## config.mk

```make
export PLATFORM = sky130hd
export DESIGN_NAME = pc_unit
export DESIGN_NICKNAME = d
export VERILOG_FILES = /design/src/rtl/pc_pkg.sv /design/src/rtl/pc_addr_check.sv /design/src/rtl/pc_unit.sv
export SDC_FILE = /design/constraint.sdc
export NUM_CORES = 1
export LEC_CHECK = 0
export BUFFER_PORTS_ARGS = -buffer_cell sky130_fd_sc_hd__buf_2
export CAP_MARGIN = 20
export CORE_MARGIN = 2
export CORE_UTILIZATION = 50
export DETAILED_ROUTE_END_ITERATION = 6
export PLACE_DENSITY = 0.89
export SLEW_MARGIN = 10
export SYNTH_ARGS = -nofsm -noshare
export SYNTH_HDL_FRONTEND = slang
export SYNTH_HIERARCHICAL = 1
export SYNTH_SLANG_ARGS = --single-unit
```

## constraint.sdc

```tcl
create_clock -name clk -period 2.82 [get_ports clk]
set_input_delay 0.141 -clock clk [delete_from_list [all_inputs] [get_ports clk]]
set_output_delay 0.141 -clock clk [all_outputs]
set_load 0.03 [all_outputs]
```

## src/rtl/pc_pkg.sv

```systemverilog
// Shared defaults and state encoding for the fetch program-counter unit.
package pc_pkg;

   localparam logic [31:0] PC_RESET_VEC_DEF = 32'h0000_3000;
   localparam logic [31:0] PC_EXC_VEC_DEF   = 32'h0000_4180;
   localparam int unsigned PC_STEP_DEF      = 4;

   typedef enum logic {
      PC_RUN  = 1'b0,
      PC_HOLD = 1'b1
   } pc_state_t;

endpackage : pc_pkg

```

## src/rtl/pc_addr_check.sv

```systemverilog
// Combinational fetch-address checker: flags misaligned or out-of-window PCs.
module pc_addr_check #(
   parameter int unsigned      WIDTH   = 32,
   parameter logic [WIDTH-1:0] IMEM_LO = WIDTH'(32'h0000_3000),
   parameter logic [WIDTH-1:0] IMEM_HI = WIDTH'(32'h0000_6FFC)
) (
   input  logic [WIDTH-1:0] i_pc,
   output logic             o_adel
);

   logic w_misaligned;
   logic w_below;
   logic w_above;

   always_comb begin
      w_misaligned = (i_pc[1:0] != 2'b00);
      w_below      = (i_pc < IMEM_LO);
      w_above      = (i_pc > IMEM_HI);
      o_adel       = w_misaligned | w_below | w_above;
   end

endmodule : pc_addr_check

```

## src/rtl/pc_unit.sv

```systemverilog
// Fetch program counter with stall-buffered redirects.
// Optional address checker enabled by defining PC_ADDR_CHECK_EN.
module pc_unit
   import pc_pkg::*;
#(
   parameter int unsigned      WIDTH     = 32,
   parameter logic [WIDTH-1:0] RESET_VEC = WIDTH'(PC_RESET_VEC_DEF),
   parameter logic [WIDTH-1:0] EXC_VEC   = WIDTH'(PC_EXC_VEC_DEF),
   parameter int unsigned      STEP      = PC_STEP_DEF,
   parameter logic [WIDTH-1:0] IMEM_LO   = WIDTH'(32'h0000_3000),
   parameter logic [WIDTH-1:0] IMEM_HI   = WIDTH'(32'h0000_6FFC)
) (
   input  logic             clk,
   input  logic             reset,
   input  logic             req,
   input  logic             eret,
   input  logic [WIDTH-1:0] epc,
   input  logic             stall,
   input  logic             redir_valid,
   input  logic [WIDTH-1:0] redir_target,
   output logic [WIDTH-1:0] pc,
   output logic [WIDTH-1:0] pc_plus,
   output logic             redir_pending,
   output logic             adel
);

   pc_state_t        r_state;
   pc_state_t        w_state_nxt;
   logic [WIDTH-1:0] r_pc;
   logic [WIDTH-1:0] w_pc_nxt;
   logic [WIDTH-1:0] r_pend;
   logic [WIDTH-1:0] w_pend_nxt;
   logic [WIDTH-1:0] w_pc_plus;
   logic             w_adel;

   assign w_pc_plus = r_pc + WIDTH'(STEP);

   // Priority chain: exception, eret, stall, live redirect, buffered redirect, step.
   always_comb begin
      w_state_nxt = r_state;
      w_pc_nxt    = w_pc_plus;
      w_pend_nxt  = r_pend;
      if (req) begin
         w_pc_nxt    = EXC_VEC;
         w_state_nxt = PC_RUN;
      end else if (eret) begin
         w_pc_nxt    = epc;
         w_state_nxt = PC_RUN;
      end else if (stall) begin
         w_pc_nxt = r_pc;
         if (redir_valid) begin
            w_pend_nxt  = redir_target;
            w_state_nxt = PC_HOLD;
         end
      end else if (redir_valid) begin
         w_pc_nxt    = redir_target;
         w_state_nxt = PC_RUN;
      end else if (r_state == PC_HOLD) begin
         w_pc_nxt    = r_pend;
         w_state_nxt = PC_RUN;
      end
   end

   always_ff @(posedge clk) begin
      if (!reset) begin
         r_state <= PC_RUN;
         r_pc    <= RESET_VEC;
      end else begin
         r_state <= w_state_nxt;
         r_pc    <= w_pc_nxt;
      end
   end

   // The buffered target is meaningless outside HOLD, so it carries no reset.
   always_ff @(posedge clk) begin
      r_pend <= w_pend_nxt;
   end

`ifdef PC_ADDR_CHECK_EN
   pc_addr_check #(
      .WIDTH   (WIDTH),
      .IMEM_LO (IMEM_LO),
      .IMEM_HI (IMEM_HI)
   ) u_addr_check (
      .i_pc   (r_pc),
      .o_adel (w_adel)
   );
`else
   assign w_adel = 1'b0;
`endif

   assign pc            = r_pc;
   assign pc_plus       = w_pc_plus;
   assign redir_pending = (r_state == PC_HOLD);
   assign adel          = w_adel;

endmodule : pc_unit

```

# == Word level (Yosys, flattened, before mapping) ==
# Index checks and enable logic that the tools add are counted.
# word_totals
reg_bits,65
out_inout_bits,66
# op_classes
mux,5
reduce_logical,3
bitwise,4
n_addsub,1
n_eq_ne,2
# op_table
cell,count
32-bit 2-to-1 mux,4
32-bit by 3-bit adder with 32-bit output (second input constant),1
15-bit 2-to-1 mux,1
1-bit inverter,4
4-bit AND reduction,1
4-bit OR reduction,1
3-bit != test (second input constant),1
2-bit != test (second input constant),1
2-bit OR reduction,1

# == Depth between registers and ports, before layout ==
# Gate-level depths: netlist of run 1.
# logic_depth
word_depth,6
depth_mapped,8

# == Least setup slack after synthesis of run 1 ==
# No wires, ideal clock.
# synth_timing
path_type,register to register
start,"reg r_pc[10], in the netlist pc[10]"
end,"reg r_pc[30], in the netlist pc[30]"
synth_period_minus_slack_ps,2535
setup_time_ps,71
path_stages_with_launch,8
t_arrival_ps,2465
setup_slack_ps,285
cell_sequence,dfxtp_1 -> buf_2 -> nand4_1 -> or4_4 -> buf_4 -> nor3_1 -> xor2_1 -> o2bb2ai_1
# synth_between
elab_chain_len,5
# synth_lines
item,line,source
"start, declared",pc_unit.sv:29,logic [WIDTH-1:0] r_pc;
"start signal, assigned",pc_unit.sv:70,r_pc <= w_pc_nxt;
32-bit by 3-bit adder with 32-bit output,pc_unit.sv:36,assign w_pc_plus = r_pc + WIDTH'(STEP);
named net pc_plus[30],pc_unit.sv:22,"output logic [WIDTH-1:0] pc_plus,"
32-bit 2-to-1 mux,pc_unit.sv:58,end else if (r_state == PC_HOLD) begin
32-bit 2-to-1 mux,pc_unit.sv:55,end else if (redir_valid) begin
32-bit 2-to-1 mux,pc_unit.sv:49,end else if (stall) begin
32-bit 2-to-1 mux,pc_unit.sv:46,end else if (eret) begin
# The timed path passes the listed nets, and every way through them passes these cells. The select of a mux whose other input is x is not followed.
# A chain may end at the register's enable or synchronous reset.

# == Final worst setup path of run 1 ==
# layout_timing
start,"reg r_pc[9], in the netlist pc[9]"
end,out pc_plus[28]
# layout_between
elab_chain_len,1
# layout_lines
item,line
32-bit by 3-bit adder with 32-bit output,pc_unit.sv:36
"end, declared",pc_unit.sv:22
# Every way passes these cells.

==> impl_metrics.json, run 1 <==
{
  "synth_compound_area_frac": 0.237,
  "start_util": 0.522,
  "finish.utilization": 0.700,
  "cts_buffers": 9,
  "synth-seq-cells": 65,
  "die_y_um": 91.2,
  "syn_to_final_growth_pct": 34.1,
  "coreArea_sq_um": 7290,
  "slew_viol_final": 0,
  "ys.flop_type": "dfxtp_1",
  "drtAntennaViolNets": 0,
  "r2r_start": "pc[9]",
  "drc": 0,
  "gp_congestion": 1.00,
  "status": "finished clean",
  "clockBufferDepth": 2,
  "vias_per_cell": 6.21,
  "antenna_found_initial": 0,
  "critPathBufInv": 1,
  "setup_viol_count_final": 0,
  "wl_per_cell_um": 19.8,
  "synth_edf_count": 32,
  "worstPathArrival_ns": 2.59,
  "hold_viol": 0,
  "wl_um": 13400,
  "cp_max_fo": 11,
  "insertion_delay_ns": 0.34,
  "r2r_slack_ns": 0.53,
  "crit_path_top_delay_cell": "or4_4",
  "holdWs_ns": 0.0204,
  "pin_count": 136,
  "synth_seq_area_share": 0.426,
  "die_x_um": 91.2,
  "synth_nets": 489,
  "critical_path.max_stage_delay_ns": 0.66,
  "yosys_warnings": 6,
  "placementRows": 31,
  "period_minus_slack_ns": 2.73,
  "powerDensity_nw_per_um2": 483,
  "cts_tree": "yes",
  "skew_ns": 0.00936,
  "finalCritPeriodShare": 0.970,
  "async_reset_ff_frac": 0,
  "grt_max_degree": 32,
  "diodes": 0,
  "hp-class": "in2reg",
  "rsz0062_at_grt": "false",
  "cp.required_ns": 2.68,
  "tightestPinTransition_ns": 0.672,
  "end_kind": "primary output",
  "synth_top_family_by_area": "compound AO/OA/AOI/OAI gates",
  "nets": 644,
  "clock_sinks": 65,
  "p_leak_nw": 2.14,
  "grtUsageTotal": 0.326,
  "synth_fa_ha_area_frac": 0.00329,
  "htreeDepth": 3,
  "irDropWorstVdd_uv": 403,
  "port_buffers": 134,
  "drtIter0Drc": 444,
  "crit_chain": "nand3_2 > or4_4 > o41a_1 > or2_2 > buf_2",
  "synth-simple-area-share": 0.205,
  "first_pass_iters": 5,
  "min_path_cells": 1,
  "grt_pass1_vias": 4011,
  "grt_pass1_wl_um": 21300,
  "final_cells": 677,
  "hold_start": "redir_target[19]",
  "rr_endpoint": "pc[28]",
  "max-slew-margin-rel": 0.552,
  "cts-root-buf": "clkbuf_8",
  "netlist_area_sq_um": 3800,
  "path_class": "reg2out",
  "fmax_ghz": 0.366,
  "synth_mux_area_frac": 0.0210,
  "clk_pin_slew_ns": 0.08,
  "critical_path.startpoint_type": "register",
  "dieArea_sq_um": 8320,
  "nFillCells": 603,
  "r2r.worst_path.cells": 5,
  "crit_family": "simple AND/OR/NAND/NOR gates",
  "min_to": "r_pend[19]",
  "synth_xor_area_frac": 0.0575,
  "synth.avg_cell_area_sq_um": 9.10,
  "max_cap_viol_count": 0,
  "drive_above_1_share": 0.304,
  "syn_inst": 418,
  "yosysUniqueCellTypes": 60,
  "tns_ns": 0,
  "num_vias": 4207,
  "placed_cells": 630,
  "place.detailed.hpwl_um": 9450,
  "gr-total-overflow": 0
}
cell usage after synthesis (7+ instances only):
cell type / number / area (sq um)
a21oi_1: 26 / 130
a221o_1: 8 / 80.1
a221oi_1: 11 / 96.3
a22oi_1: 7 / 52.6
and3_1: 7 / 43.8
clkbuf_1: 29 / 109
dfxtp_1: 33 / 661
edfxtp_1: 32 / 961
inv_1: 8 / 30.0
mux2i_1: 8 / 80.1
nand2_1: 24 / 90.1
nand2b_1: 8 / 50.1
nand3_1: 11 / 55.1
nand4_1: 14 / 87.6
nor2_1: 27 / 101
nor2b_1: 12 / 75.1
nor3_1: 16 / 80.1
o21ai_0: 24 / 120
o22ai_1: 7 / 43.8
xnor2_1: 13 / 114
xor2_1: 12 / 105
flip-flops by register name, indices dropped and copies added (netlist names), named ones only:
register and flops:
r_pend 32, redir_pending 1, pc 30
per-stage QoR:
| step | instance area, sq um | setup WS, ns | total power, mW |
|---|---|---|---|
| 2_1_floorplan | 3800 | 0.285 | 1.37 |
| 3_3_place_gp | 4570 | 0.520 | 1.54 |
| 3_5_place_dp | 4570 | 0.492 | 1.54 |
| 4_1_cts | 5100 | 0.103 | 2.45 |
| 5_1_grt | 5100 | 0.00969 | 2.55 |
| 6_report | 5100 | 0.0860 | 2.46 |
final cells by class:
class,count,area (sq um),area share
clock inverters,7,95.1,0.0186
repair buffers,180,1110,0.217
flip-flops and latches,65,1620,0.318
multi-input cells,308,2000,0.392
well taps,99,124,0.0243
clock buffers,9,124,0.0243
inverters,9,33.8,0.00662
worst max-delay path by stage:
| stage | startpoint | cells past startpoint | to | slack [ns] |
|---|---|---|---|---|
| CTS | pc[9] | 5 | pc_plus[28] | 0.10 |
| global route | pc[9] | 5 | pc_plus[28] | 0.01 |
| finish | pc[9] | 5 | pc_plus[28] | 0.09 |
| global placement | pc[9] | 5 | pc_plus[28] | 0.52 |
| floorplan | pc[10] | 7 | pc[30] | 0.28 |
| detailed placement | pc[10] | 5 | pc_plus[28] | 0.49 |
cells in the final DEF (no fill, tap or decap), drive strengths merged, types with 7 or more instances in the layout:
master       synthesis  final
buf                  7    149
dfxtp               33     33
edfxtp              32     32
dlygate4sd3          0     31
nor2                27     27
a21oi               26     26
nand2               24     24
o21ai               24     24
nor3                17     17
nand4               14     14
xnor2               13     13
xor2                12     12
nor2b               12     12
nand3               12     12
a221oi              11     11
clkbuf              29      9
inv                  8      8
a221o                8      8
nand2b               8      8
mux2i                8      8
and3                 7      7
a22oi                7      7
o22ai                7      7
report_power, final:
group / internal [mW] / switching (mW)
registers: 1.03 / 0.0529
logic: 0.184 / 0.301
clock network: 0.498 / 0.398
cells by family (layout without fill, tap and decap cells):
kind of cell | after synthesis | count (layout)
XOR/XNOR | 25 | 25
AND/OR/NAND/NOR | 144 | 144
multiplexers | 8 | 8
buffers and inverters | 45 | 205
AO/OA/AOI/OAI | 129 | 129
flip-flops | 65 | 65
other | 1 | 1
adder cells (fa/ha/maj) | 1 | 1
metal layers:
metal  global-route usage  routed length (um)  vias up
li1                     -                   -     1912
met1                0.459                5610     1939
met2                0.473                5860      307
met3               0.0905                1480       49
met4                0.133                 471        0
met5                    0                   0        -
timing repair:
action / in CTS / in global routing
setup buffers: 0 / 0
hold buffers: 31 / 0
gates resized for setup: 0 / 0
hold endpoints to repair: 31 / 0
(Power assumes the default switching activity.)
==> inputs of run 2 (changes only) <==
--- a/config.mk
+++ b/config.mk
@@ -6,5 +6,5 @@
 export NUM_CORES = 1
 export LEC_CHECK = 0
-export BUFFER_PORTS_ARGS = -buffer_cell sky130_fd_sc_hd__buf_2
+export BUFFER_PORTS_ARGS = -buffer_cell sky130_fd_sc_hd__buf_4
 export CAP_MARGIN = 20
 export CORE_MARGIN = 2
==> constraint.sdc (replaced) <==
create_clock -name clk -period 2.82 [get_ports clk]
set_input_delay 0.705 -clock clk [delete_from_list [all_inputs] [get_ports clk]]
set_output_delay 0.705 -clock clk [all_outputs]
set_load 0.03 [all_outputs]
==> run 2 against run 1 <==
Net effect: the flow now finishes with violations (negative setup slack); critical path depth is 1 higher; hold slack better by 0.48 ns; sequential share of layout area down 2.2 points; final area is 8.6% higher; non-clock buffer count grew 4; fmax is 5.3% lower; count of clock-buffer cells in the layout is the same; register-to-register slack gained 0.17 ns; clock skew up 0.0030 ns; wire length rose by 4.6%; combinational power grew 17%; cell count rose by 0.59%; critical path type unchanged; largest power group unchanged.
==> impl_metrics.json, run 2 (same netlist as run 1, synthesis figures left out) <==
{
  "placed_cells": 656,
  "drtAntennaViolNets": 0,
  "crit_chain": "nand2_1 > or4_4 > buf_6 > o31a_1 > or2_1 > buf_6",
  "clock_sinks": 65,
  "worst-path-stages": 6,
  "port_buffers": 134,
  "insertion_delay_ns": 0.36,
  "layout_commonest_cell": "buf_4",
  "fin_ws_ns": -0.0671,
  "largest-register": "r_pend",
  "htreeDepth": 3,
  "vias_per_cell": 6.33,
  "clockBufferDepth": 2,
  "crit_start": "pc[6]",
  "hold_viol": 0,
  "hp-class": "reg2reg",
  "final_cells": 681,
  "place_ws_ns": 0.120,
  "dpl_cell_area_sq_um": 5150,
  "wl_um": 14100,
  "clk_pin_slew_ns": 0.09,
  "grt_max_degree": 30,
  "drtIter0Drc": 387,
  "end_kind": "primary output",
  "drc": 0,
  "critPathBufInv": 2,
  "nets": 648,
  "final_cell_area_sq_um": 5540,
  "cp.required_ns": 2.12,
  "cts_tree": "yes",
  "largest_register_ff_count": 32,
  "first_pass_iters": 6,
  "tightestPinTransition_ns": 0.565,
  "grtUsageTotal": 0.334,
  "syn_to_final_growth_pct": 45.7,
  "period_minus_slack_ns": 2.89,
  "p_leak_nw": 2.32,
  "max-slew-margin-rel": 0.623,
  "crit_path_top_delay_cell": "or4_4",
  "cp_common_cell": "buf_6",
  "skew_ns": 0.0124,
  "critical_path.startpoint_type": "register",
  "cts_buffers": 9,
  "grt_pass1_vias": 4068,
  "irDropWorstVdd_uv": 304,
  "slew_viol_final": 0,
  "fmax_ghz": 0.346,
  "r2r.worst_path.cells": 6,
  "rr_endpoint": "pc[18]",
  "gp_congestion": 1.02,
  "worstPathArrival_ns": 2.18,
  "antenna_found_initial": 0,
  "final_cell_mix": "buf_4, edfxtp_1, nor2_1, a21oi_1",
  "gr-total-overflow": 0,
  "pin_count": 136,
  "violations": "negative setup slack",
  "placementRows": 31,
  "die_x_um": 91.2,
  "die_y_um": 91.2,
  "max_cap_viol_count": 0,
  "total_power_mw": 2.38,
  "crit_family": "simple AND/OR/NAND/NOR gates",
  "diodes": 0,
  "critical_path.max_stage_delay_ns": 0.57,
  "r2r_slack_ns": 0.70,
  "crit_path_end": "pc_plus[27]",
  "setup_viol_count_final": 7,
  "wl_per_cell_um": 20.6,
  "r2r_start": "pc[6]",
  "rsz0062_at_grt": "true",
  "grt_pass1_wl_um": 21600,
  "cp_max_fo": 6,
  "dieArea_sq_um": 8320,
  "cts-root-buf": "clkbuf_8",
  "start_util": 0.522,
  "place.detailed.hpwl_um": 10300,
  "powerDensity_nw_per_um2": 430,
  "status": "finished, violations left",
  "coreArea_sq_um": 7290,
  "drive_above_1_share": 0.412,
  "path_class": "reg2out",
  "num_vias": 4309,
  "finalCritPeriodShare": 1.02
}
## run 2: cell types whose count changed in the layout (fill, tap and decap cells not counted), moves of 3 or more
cell,delta
dfxtp_2,+10
xor2_2,+4
xnor2_2,+3
xnor2_1,-3
buf_2,-134
nor3_1,-3
dfxtp_1,-12
xor2_1,-4
buf_6,+8
dlygate4sd3_1,-31
buf_4,+161
## run 2: per-stage QoR
| stage | TNS [ns] | utilization | hold WS, ns |
|---|---|---|---|
| global placement | 0 | 0.707 | 0.478 |
| detailed placement | 0 | 0.707 | 0.493 |
| finish | -0.312 | 0.760 | 0.502 |
| CTS | -0.152 | 0.745 | 0.504 |
| floorplan | -0.00122 | - | 0.506 |
| global route | -0.732 | 0.760 | 0.523 |
## run 2: report_power, final
group | switching (mW) | internal, mW | total (mW) | leakage (nW)
combinational | 0.327 | 0.240 | 0.567 | 1.67
clock | 0.424 | 0.326 | 0.750 | 0.0862
sequential | 0.0344 | 1.03 | 1.07 | 0.567
total | 0.786 | 1.60 | 2.38 | 2.32
## run 2: how the worst min path moves through the flow
stage | startpoint | endpoint | slack [ns] | depth (start not counted)
global placement | register | register | 0.48 | 2
global route | register | register | 0.52 | 2
CTS | register | register | 0.50 | 2
finish | register | register | 0.50 | 2
floorplan | r_pend[24] | pc[24] | 0.51 | 2
detailed placement | register | register | 0.49 | 2
## run 2: layout make-up
| type | instances | area, sq um |
|---|---|---|
| Clock inverter | 7 | 55.1 |
| Timing Repair Buffer | 184 | 1420 |
| Tap cell | 99 | 124 |
| Sequential cell | 65 | 1640 |
| Clock buffer | 9 | 124 |
| Fill cell | 555 | 1750 |
| Inverter | 9 | 33.8 |
| Multi-Input combinational cell | 308 | 2140 |
## run 2: repair_timing
item,4_1_cts,5_1_grt
gates resized for setup,20,15
endpoints found under the setup margin,10,17
hold buffers,0,0
pin swaps,8,6
hold endpoints to repair,0,0
setup buffers,3,6
## run 2: worst reg2reg max path: stages (launching register included)
cell and delay [ns]:
dfxtp_1 0.35, buf_4 0.15, and4_4 0.24, nand4_1 0.22, or3_4 0.48, or4_1 0.53, nand3_1 0.09
## run 2: metal layers
layer  global-route usage  part of all wire  wire length [um]  up-vias
met2                0.517              0.46              6510      304
li1                     -                 -                 -     1911
met4                0.124             0.024               332        0
met5                    0                 0                 0        -
met3               0.0664              0.10              1400       40
met1                0.463              0.41              5800     2054
